--- src/rtl/aclk_pkg.sv ---
// Shared definitions for the 4x3 keypad encoder: FSM states, key-map
// positions and small decode helpers.
package aclk_pkg;

    typedef enum logic [1:0] {
        ST_SCAN,
        ST_DEBOUNCE,
        ST_EMIT,
        ST_RELEASE
    } state_t;

    // First column driven after reset; rotation is 001 -> 010 -> 100.
    localparam logic [2:0] COL_FIRST = 3'b001;

    // Non-digit keys on the bottom row.
    localparam logic [1:0] STAR_ROW = 2'd3;
    localparam logic [1:0] STAR_COL = 2'd0;
    localparam logic [1:0] HASH_ROW = 2'd3;
    localparam logic [1:0] HASH_COL = 2'd2;

    // BCD code of a digit key; the only digit on the bottom row is 0.
    function automatic logic [3:0] digit_code(input logic [1:0] row, input logic [1:0] col);
        if (row == 2'd3) begin
            return 4'd0;
        end
        return ({2'b00, row} * 4'd3) + {2'b00, col} + 4'd1;
    endfunction

    // True when exactly one row line is active.
    function automatic logic row_single(input logic [3:0] rows);
        return (rows != 4'b0000) && ((rows & (rows - 4'd1)) == 4'b0000);
    endfunction

    function automatic logic [1:0] row_index(input logic [3:0] rows);
        case (rows)
            4'b0010: return 2'd1;
            4'b0100: return 2'd2;
            4'b1000: return 2'd3;
            default: return 2'd0;
        endcase
    endfunction

    function automatic logic [3:0] row_onehot(input logic [1:0] row);
        return 4'b0001 << row;
    endfunction

    function automatic logic [1:0] col_index(input logic [2:0] cols);
        case (cols)
            3'b010:  return 2'd1;
            3'b100:  return 2'd2;
            default: return 2'd0;
        endcase
    endfunction

endpackage

--- src/rtl/aclk_sync2.sv ---
// Two-flop synchronizer bringing the asynchronous keypad rows into the
// clock domain.
module aclk_sync2 #(
    parameter int WIDTH = 4
) (
    input  logic             clock,
    input  logic             reset,
    input  logic [WIDTH-1:0] d,
    output logic [WIDTH-1:0] q
);

    logic [WIDTH-1:0] meta;

    // Shift raw inputs through two flops before anything consumes them.
    // NOTE: non-blocking assignments keep the two stages as distinct flops;
    // blocking here would collapse them into a single stage.
    always_ff @(posedge clock or negedge reset) begin
        if (!reset) begin
            meta <= '0;
            q    <= '0;
        end else begin
            meta <= d;
            q    <= meta;
        end
    end

endmodule

--- src/rtl/aclk_keypad_enc.sv ---
// 4x3 keypad scanner and encoder: rotates the column drive, debounces a
// single-key press, emits one pulse per press (shift with BCD key for
// digits, star or hash otherwise) and waits for a debounced release.
module aclk_keypad_enc
    import aclk_pkg::*;
#(
    parameter int SCAN_DIV = 4,
    parameter int DEBOUNCE = 3
) (
    input  logic       clock,
    input  logic       reset,
    input  logic [3:0] row_in,
    output logic [2:0] scan_col,
    output logic [3:0] key,
    output logic       shift,
    output logic       star,
    output logic       hash
);

    localparam int DIV_W = (SCAN_DIV > 1) ? $clog2(SCAN_DIV) : 1;
    localparam int CNT_W = (DEBOUNCE > 1) ? $clog2(DEBOUNCE) : 1;
    localparam logic [DIV_W-1:0] DIV_LAST = DIV_W'(SCAN_DIV - 1);
    // The count holds at most DEBOUNCE-1; the final matching sample
    // triggers the transition instead of being stored, so it never wraps.
    localparam logic [CNT_W-1:0] CNT_LAST = CNT_W'(DEBOUNCE - 1);

    state_t           state;
    logic [3:0]       rs;
    logic [DIV_W-1:0] div_cnt;
    logic [CNT_W-1:0] cnt;
    logic [1:0]       lat_row;
    logic [1:0]       lat_col;
    logic             sample;
    logic             go_emit;
    logic [1:0]       hit_row;
    logic [1:0]       hit_col;
    logic [2:0]       next_col;

    aclk_sync2 #(.WIDTH(4)) u_sync (
        .clock (clock),
        .reset (reset),
        .d     (row_in),
        .q     (rs)
    );

    assign sample   = (div_cnt == DIV_LAST);
    assign next_col = {scan_col[1:0], scan_col[2]};

    // Free-running dwell timer; a sample is taken on its last count.
    always_ff @(posedge clock or negedge reset) begin
        if (!reset) begin
            div_cnt <= '0;
        end else if (sample) begin
            div_cnt <= '0;
        end else begin
            div_cnt <= div_cnt + 1'b1;
        end
    end

    // Decide whether this sample completes a press, and which key it is.
    // NOTE: every output gets a default first so no path infers a latch.
    always_comb begin
        go_emit = 1'b0;
        hit_row = lat_row;
        hit_col = lat_col;
        if (state == ST_SCAN) begin
            hit_row = row_index(rs);
            hit_col = col_index(scan_col);
        end
        if (sample) begin
            if (state == ST_SCAN) begin
                go_emit = row_single(rs) && (DEBOUNCE <= 1);
            end else if (state == ST_DEBOUNCE) begin
                go_emit = (rs == row_onehot(lat_row)) && (cnt == CNT_LAST);
            end
        end
    end

    // Scan / debounce / emit / release sequencing with registered outputs.
    always_ff @(posedge clock or negedge reset) begin
        if (!reset) begin
            state    <= ST_SCAN;
            scan_col <= COL_FIRST;
            cnt      <= '0;
            lat_row  <= '0;
            lat_col  <= '0;
            key      <= '0;
            shift    <= 1'b0;
            star     <= 1'b0;
            hash     <= 1'b0;
        end else begin
            shift <= 1'b0;
            star  <= 1'b0;
            hash  <= 1'b0;
            case (state)
                ST_SCAN: begin
                    if (sample) begin
                        if (row_single(rs)) begin
                            lat_row <= row_index(rs);
                            lat_col <= col_index(scan_col);
                            cnt     <= CNT_W'(1);
                            state   <= go_emit ? ST_EMIT : ST_DEBOUNCE;
                        end else begin
                            scan_col <= next_col;
                        end
                    end
                end
                ST_DEBOUNCE: begin
                    if (sample) begin
                        if (rs == row_onehot(lat_row)) begin
                            if (go_emit) begin
                                state <= ST_EMIT;
                            end else begin
                                cnt <= cnt + 1'b1;
                            end
                        end else begin
                            state    <= ST_SCAN;
                            scan_col <= next_col;
                        end
                    end
                end
                ST_EMIT: begin
                    cnt   <= '0;
                    state <= ST_RELEASE;
                end
                ST_RELEASE: begin
                    if (sample) begin
                        if (rs != 4'b0000) begin
                            cnt <= '0;
                        end else if (cnt == CNT_LAST) begin
                            cnt      <= '0;
                            state    <= ST_SCAN;
                            scan_col <= next_col;
                        end else begin
                            cnt <= cnt + 1'b1;
                        end
                    end
                end
                default: begin
                    state <= ST_SCAN;
                end
            endcase

            // Pulses are set on entry so they are high exactly during EMIT.
            if (go_emit) begin
                if (hit_row == STAR_ROW && hit_col == STAR_COL) begin
                    star <= 1'b1;
                end else if (hit_row == HASH_ROW && hit_col == HASH_COL) begin
                    hash <= 1'b1;
                end else begin
                    shift <= 1'b1;
                    key   <= digit_code(hit_row, hit_col);
                end
            end
        end
    end

endmodule

--- config.mk ---
export PLATFORM = sky130hd
export DESIGN_NAME = aclk_keypad_enc
export DESIGN_NICKNAME = d
export VERILOG_FILES = /design/src/rtl/aclk_pkg.sv /design/src/rtl/aclk_sync2.sv /design/src/rtl/aclk_keypad_enc.sv
export SDC_FILE = /design/constraint.sdc
export NUM_CORES = 1
export LEC_CHECK = 0
export BUFFER_PORTS_ARGS = -buffer_cell sky130_fd_sc_hd__buf_2
export CELL_PAD_IN_SITES_DETAIL_PLACEMENT = 2
export CELL_PAD_IN_SITES_GLOBAL_PLACEMENT = 2
export CORE_ASPECT_RATIO = 1.5
export CORE_MARGIN = 10
export CORE_UTILIZATION = 35
export CTS_CLUSTER_SIZE = 16
export DETAILED_ROUTE_END_ITERATION = 16
export PLACE_DENSITY_LB_ADDON = 0.1
export SETUP_SLACK_MARGIN = 0.1
export SYNTH_ARGS = -nofsm -noshare
export SYNTH_HDL_FRONTEND = slang
export SYNTH_SLANG_ARGS = --single-unit
--- constraint.sdc ---
create_clock -name clock -period 3 [get_ports clock]
set_input_delay 0.6 -clock clock [delete_from_list [all_inputs] [get_ports clock]]
set_output_delay 0.6 -clock clock [all_outputs]
set_load 0.05 [all_outputs]
## Yosys cells after proc, flatten, opt, wreduce, memory -nomap -nowiden

Index checks and enable logic that the tools add are counted.
W data, S select, Z words.

- Flip-flop bits (word level): 28
- Bits of input ports: 6
- Word-level logic and storage cells: 109

- Multiply operators: 1
- Bitwise logic cells: 3
- Reduce and logical (&&, ||, !) cells: 14
- Multiplexer cells: 49
- $add $sub $neg: 5
- Shift-type cells: 1
- Equality and inequality tests: 24

Operators with widths:

| operator | count |
|---|---|
| $mux W2 | 20 |
| $mux W3 | 7 |
| $ne A2 B2 Y1 const B | 8 |
| $pmux W2 S4 | 2 |
| $mux W1 | 15 |
| $eq A2 B2 Y1 const B | 6 |
| $pmux W3 S3 | 1 |
| $mux W4 | 2 |
| $reduce_and A8 Y1 | 1 |
| $reduce_and A7 Y1 | 1 |
| $pmux W2 S3 | 1 |
| $reduce_and A3 Y1 | 2 |
| $reduce_and A6 Y1 | 1 |
| $add A2 B1 Y2 const B | 2 |
| $add A4 B1 Y4 const B | 1 |
| $add A4 B2 Y4 | 1 |
| $and A4 B4 Y4 | 1 |
| $eq A4 B2 Y1 const B | 1 |
| $eq A4 B3 Y1 const B | 1 |
| $eq A4 B4 Y1 | 1 |
| $eq A4 B4 Y1 const B | 1 |
| $logic_and A1 B1 Y1 | 4 |
| $logic_not A2 Y1 | 2 |
| $logic_not A4 Y1 | 1 |
| 12 further kinds | 14 |

## Logic depth before layout (Yosys ltp)

- Depth after elaboration: 10
- Gate-level depth with buffers: 11
- Mapped depth without buffers: 10

## By module

Synthesis repeated with hierarchy kept, for this count alone.

- Cell total of the unflattened synthesis: 145
- Area, all modules: 1614.0 um^2

Modules (own cells, without submodules):

| module | sequential area each (um^2) | times used | cells an instance | area each (um^2) |
|---|---|---|---|---|
| aclk_keypad_enc | 501.7 | 1 | 137 | 1413.9 |
| aclk_sync2 | 200.2 | 1 | 8 | 200.2 |

## Worst setup path before layout

No wires, ideal clock.

- Path kind: register to register
- From: register state[1]
- To: register key[3]
- Setup slack: 0.405 ns
- Path buffers: 1
- Clock period less this slack: 2.595 ns
- Arrival: 2.471 ns
- Stages on the path, launching flop included: 12
- Path through: dfrtp_1 > buf_2 > or2_2 > nor4_1 > a21o_1 > inv_1 > fa_1 > inv_1 > ha_1 > a21o_1 > a21oi_1 > o2bb2ai_1

- Longest elaborated chain between the ends: 8
- Elaborated cells between the ends (all ways): 23
- Those cells by class: add/sub (2); mul (1); eq/ne (3); mux (10); bitwise (2); reduce/logical (5)

Ends and longest elaborated chain:

| what | RTL line | RTL |
|---|---|---|
| start, declared | aclk_keypad_enc.sv:27 | `state_t state;` |
| start signal, assigned | aclk_keypad_enc.sv:102 | `state <= go_emit ? ST_EMIT : ST_DEBOUNCE;` |
| branches (longest 8 deep; another with $mul A2 B2 Y4) | - |  |
| end signal, assigned | aclk_keypad_enc.sv:152 | `key <= digit_code(hit_row, hit_col);` |
| end, declared | aclk_keypad_enc.sv:14 | `output logic [3:0] key,` |

Parallel ways; which one is timed is not known. The select of a mux whose other input is x is not followed.
A chain may end at the register's enable or synchronous reset.

## Worst setup path after layout

- From: register state[0]
- To: register key[3]

The elaborated chain is that of the path after synthesis.

==> flow_summary_export.csv <==
group,metric,value,unit
power_and_ir_drop,power_density,528,nW/um2
detailed_routing,drtAntennaViolNets,0,
sta,fin_crit_sh,0.899,
sta,slew_viol_final,0,
sta,max_freq,0.371,GHz
cts,cts.sinks,28,
global_route,grt_pass1_wl,7.00,mm
synthesis,synth_enable_flop_cells,0,
worst_setup_path,max_stage_delay,560,ps
worst_setup_path,crit_arrival,2870,ps
worst_setup_path,startpoint_type,"register",
detailed_routing,avgViaCountPerCell,5.60,
power_and_ir_drop,power,0.000957,W
detailed_routing,vias,1182,
synthesis,syn_nets,161,
worst_setup_path,cp_max_fo,6,
final_layout,multi_input_area,802,um2
final_layout,mostFrequentLayoutCells,"dfrtp_1 (26), inv_1 (15), buf_2 (15)",
final_layout,num_antenna_cells,0,
sta,finalCriticalPeriod,2700,ps
worst_setup_path,reg2reg_to,"key[3]",
global_route,grt_pass1_vias,1383,
worst_setup_path,critPathSlowestCell,"fa_1",
floorplanning,initial_core_util,0.358,
detailed_routing,drt_pass1_iterations,3,
sta,finalHoldViolCount,0,
worst_setup_path,crit_required,3170,ps
synthesis,yosys_most_used_dff,"dfrtp_1",
final_layout,fin_cells,211,
cts,cts_buffers,3,
detailed_routing,wl_per_cell,18.7,um
global_route,antenna_found_initial,0,
final_layout,regArea,703,um2
worst_setup_path,worstSetupEndpointType,"register",
status,outcome,"finished, final reports clean",
global_route,overflow,0,
sta,setup_viol,0,
final_layout,areaGrowthSynthToFinish,12.3,%
cts,clock-root-buffer,"clkbuf_8",
global_route,grt_usage,0.115,
detailed_routing,drt_iter0_markers,56,
synthesis,synth-seq-area-share,0.435,
worst_setup_path,reg2reg_depth,10,
global_route,grt_max_degree,29,
final_layout,n_fill_cell,481,
final_layout,final_area,1810,um2
worst_setup_path,r2r_start,"state[0]",
sta,rsz0062_at_grt,"false",
worst_setup_path,critPathKind,"register to register",
floorplanning,die_y,103,um
worst_setup_path,setup.worst_path.start,"state[0]",
placed_design,post-place-cells,205,
synthesis,postSynthCellCount,145,
sta,clock_skew,4.21,ps
synthesis,avgSynthCellArea,11.1,um2
placed_design,dpl_cell_area,1720,um2
floorplanning,core,4500,um2
detailed_routing,wirelength,3.95,mm
synthesis,synth_seq_cells,28,
min_path,hold_path.class,"primary input to asynchronous set/reset pin",
power_and_ir_drop,peakVddDrop,0.200,mV
synthesis,synthArstFlopShare,1.00,
floorplanning,rows,30,
synthesis,ys_types,49,
placed_design,hpwl,3.07,mm
cts,clockBufferDepth,2,
final_layout,final_common_cell,"dfrtp_1",
flow_run,maxCapViolCount,0,
floorplanning,dieArea,7780,um2
sta,fin_setup_tns,0,ps
cts,worstSkewPairLatency,280,ps
cts,cts_tree,"done",
cts,hold_buffers,0,
cts,htreeDepth,1,
power_and_ir_drop,power.leakage,0.906,nW
final_layout,drive_gt1_frac,0.264,
worst_setup_path,worstPathCellList,"or2_2 > nor4_2 > a21o_1 > inv_1 > fa_1 > inv_1 > ha_1 > a21o_1 > a21oi_1 > o2bb2ai_1",
synthesis,syn_area,1610,um2
sta,worst_slew_pin_slew,640,ps
placed_design,routabilityCongestion,0.826,
worst_setup_path,rrSetupSlack,300,ps
floorplanning,ios,16,
final_layout,nets,180,
cts,cts.reportedPaths.clkPinSlew,100,ps
floorplanning,die_w,75.4,um
synthesis,yosys_warnings,0,
placed_design,io_buffers,15,
detailed_routing,route.detailed.drc,0,
sta,slew_headroom,0.573,
==> cell usage after synthesis (2+ instances only) <==
master	instances	area [um2]
nor3b_2	2	25.0
o21ai_0	2	10.0
mux2_2	2	22.5
nor3b_1	5	37.5
a21oi_1	8	40.0
o2bb2ai_1	4	35.0
nand2_1	8	30.0
mux2_1	3	33.8
dfrtp_1	27	676
mux2i_1	4	40.0
inv_1	15	56.3
fa_1	2	40.0
a21o_1	2	15.0
a31oi_1	2	12.5
buf_6	4	45.0
and3_1	2	12.5
a211oi_1	2	15.0
nand4b_1	2	17.5
ha_1	8	100
buf_2	3	15.0
nor2_1	10	37.5
==> state kept, by name, indices dropped and copies added, names as in the netlist <==
register	cells
key	4
u_sync.meta	4
u_sync.q	4
scan_col	3
cnt	2
div_cnt	2
lat_col	2
lat_row	2
state	2
hash	1
shift	1
star	1
==> power breakdown <==
part | internal (W) | switching [W]
clock | 0.000179 | 0.000122
combinational | 0.0000894 | 0.000136
sequential | 0.000403 | 0.0000275
==> how the worst max path moves through the flow <==
stage,slack (ps),endpoint
floorplan,400,key[3]
CTS,160,key[3]
finish,300,key[3]
global route,140,key[3]
global placement,360,key[3]
detailed placement,190,key[3]
==> per-stage QoR <==
stage               setup slack, ps  utilization  hold WS [ps]
global route                    141        0.403           373
floorplan                       405            -           304
CTS                             164        0.398           354
finish                          303        0.403           329
detailed placement              192        0.382           343
global placement                360        0.382           335
==> final cells by class <==
class,instances,area share
multi-input cells,95,0.442
flip-flops and latches,28,0.388
repair buffers,21,0.0663
well taps,48,0.0331
inverters,15,0.0311
clock buffers,3,0.0228
clock inverters,1,0.0166
==> logic make-up after synthesis <==
kind of cell	count (synthesis)	synth area share
and+or+nand+nor	41	0.172
muxes	9	0.0597
xor gates and xnor gates	3	0.0209
AOI/OAI and AO/OA	32	0.153
DFF	28	0.435
adders and majority gates	10	0.0868
buffers and inverters	22	0.0721
==> per-layer routing <==
| layer | part of all wire | GRT usage | vias up |
|---|---|---|---|
| met5 | 0 | 0 | - |
| met4 | 0.010 | 0.0258 | 0 |
| met3 | 0.028 | 0.0220 | 4 |
| met2 | 0.58 | 0.214 | 15 |
| met1 | 0.39 | 0.128 | 618 |
| li1 | - | - | 545 |
==> critical path: cells and delay by family, from the launching register on <==
kind | cells | cell delay (ps)
AOI/OAI and AO/OA | 4 | 560
adders and majority gates | 2 | 860
buffers and inverters | 2 | 150
DFF | 1 | 450
and+or+nand+nor | 2 | 570
==> what timing repair did <==
action                                  CTS  global route
gates resized for setup                   0             2
setup buffers                             0             2
endpoints found under the setup margin    0             1
(Power assumes the default switching activity.)
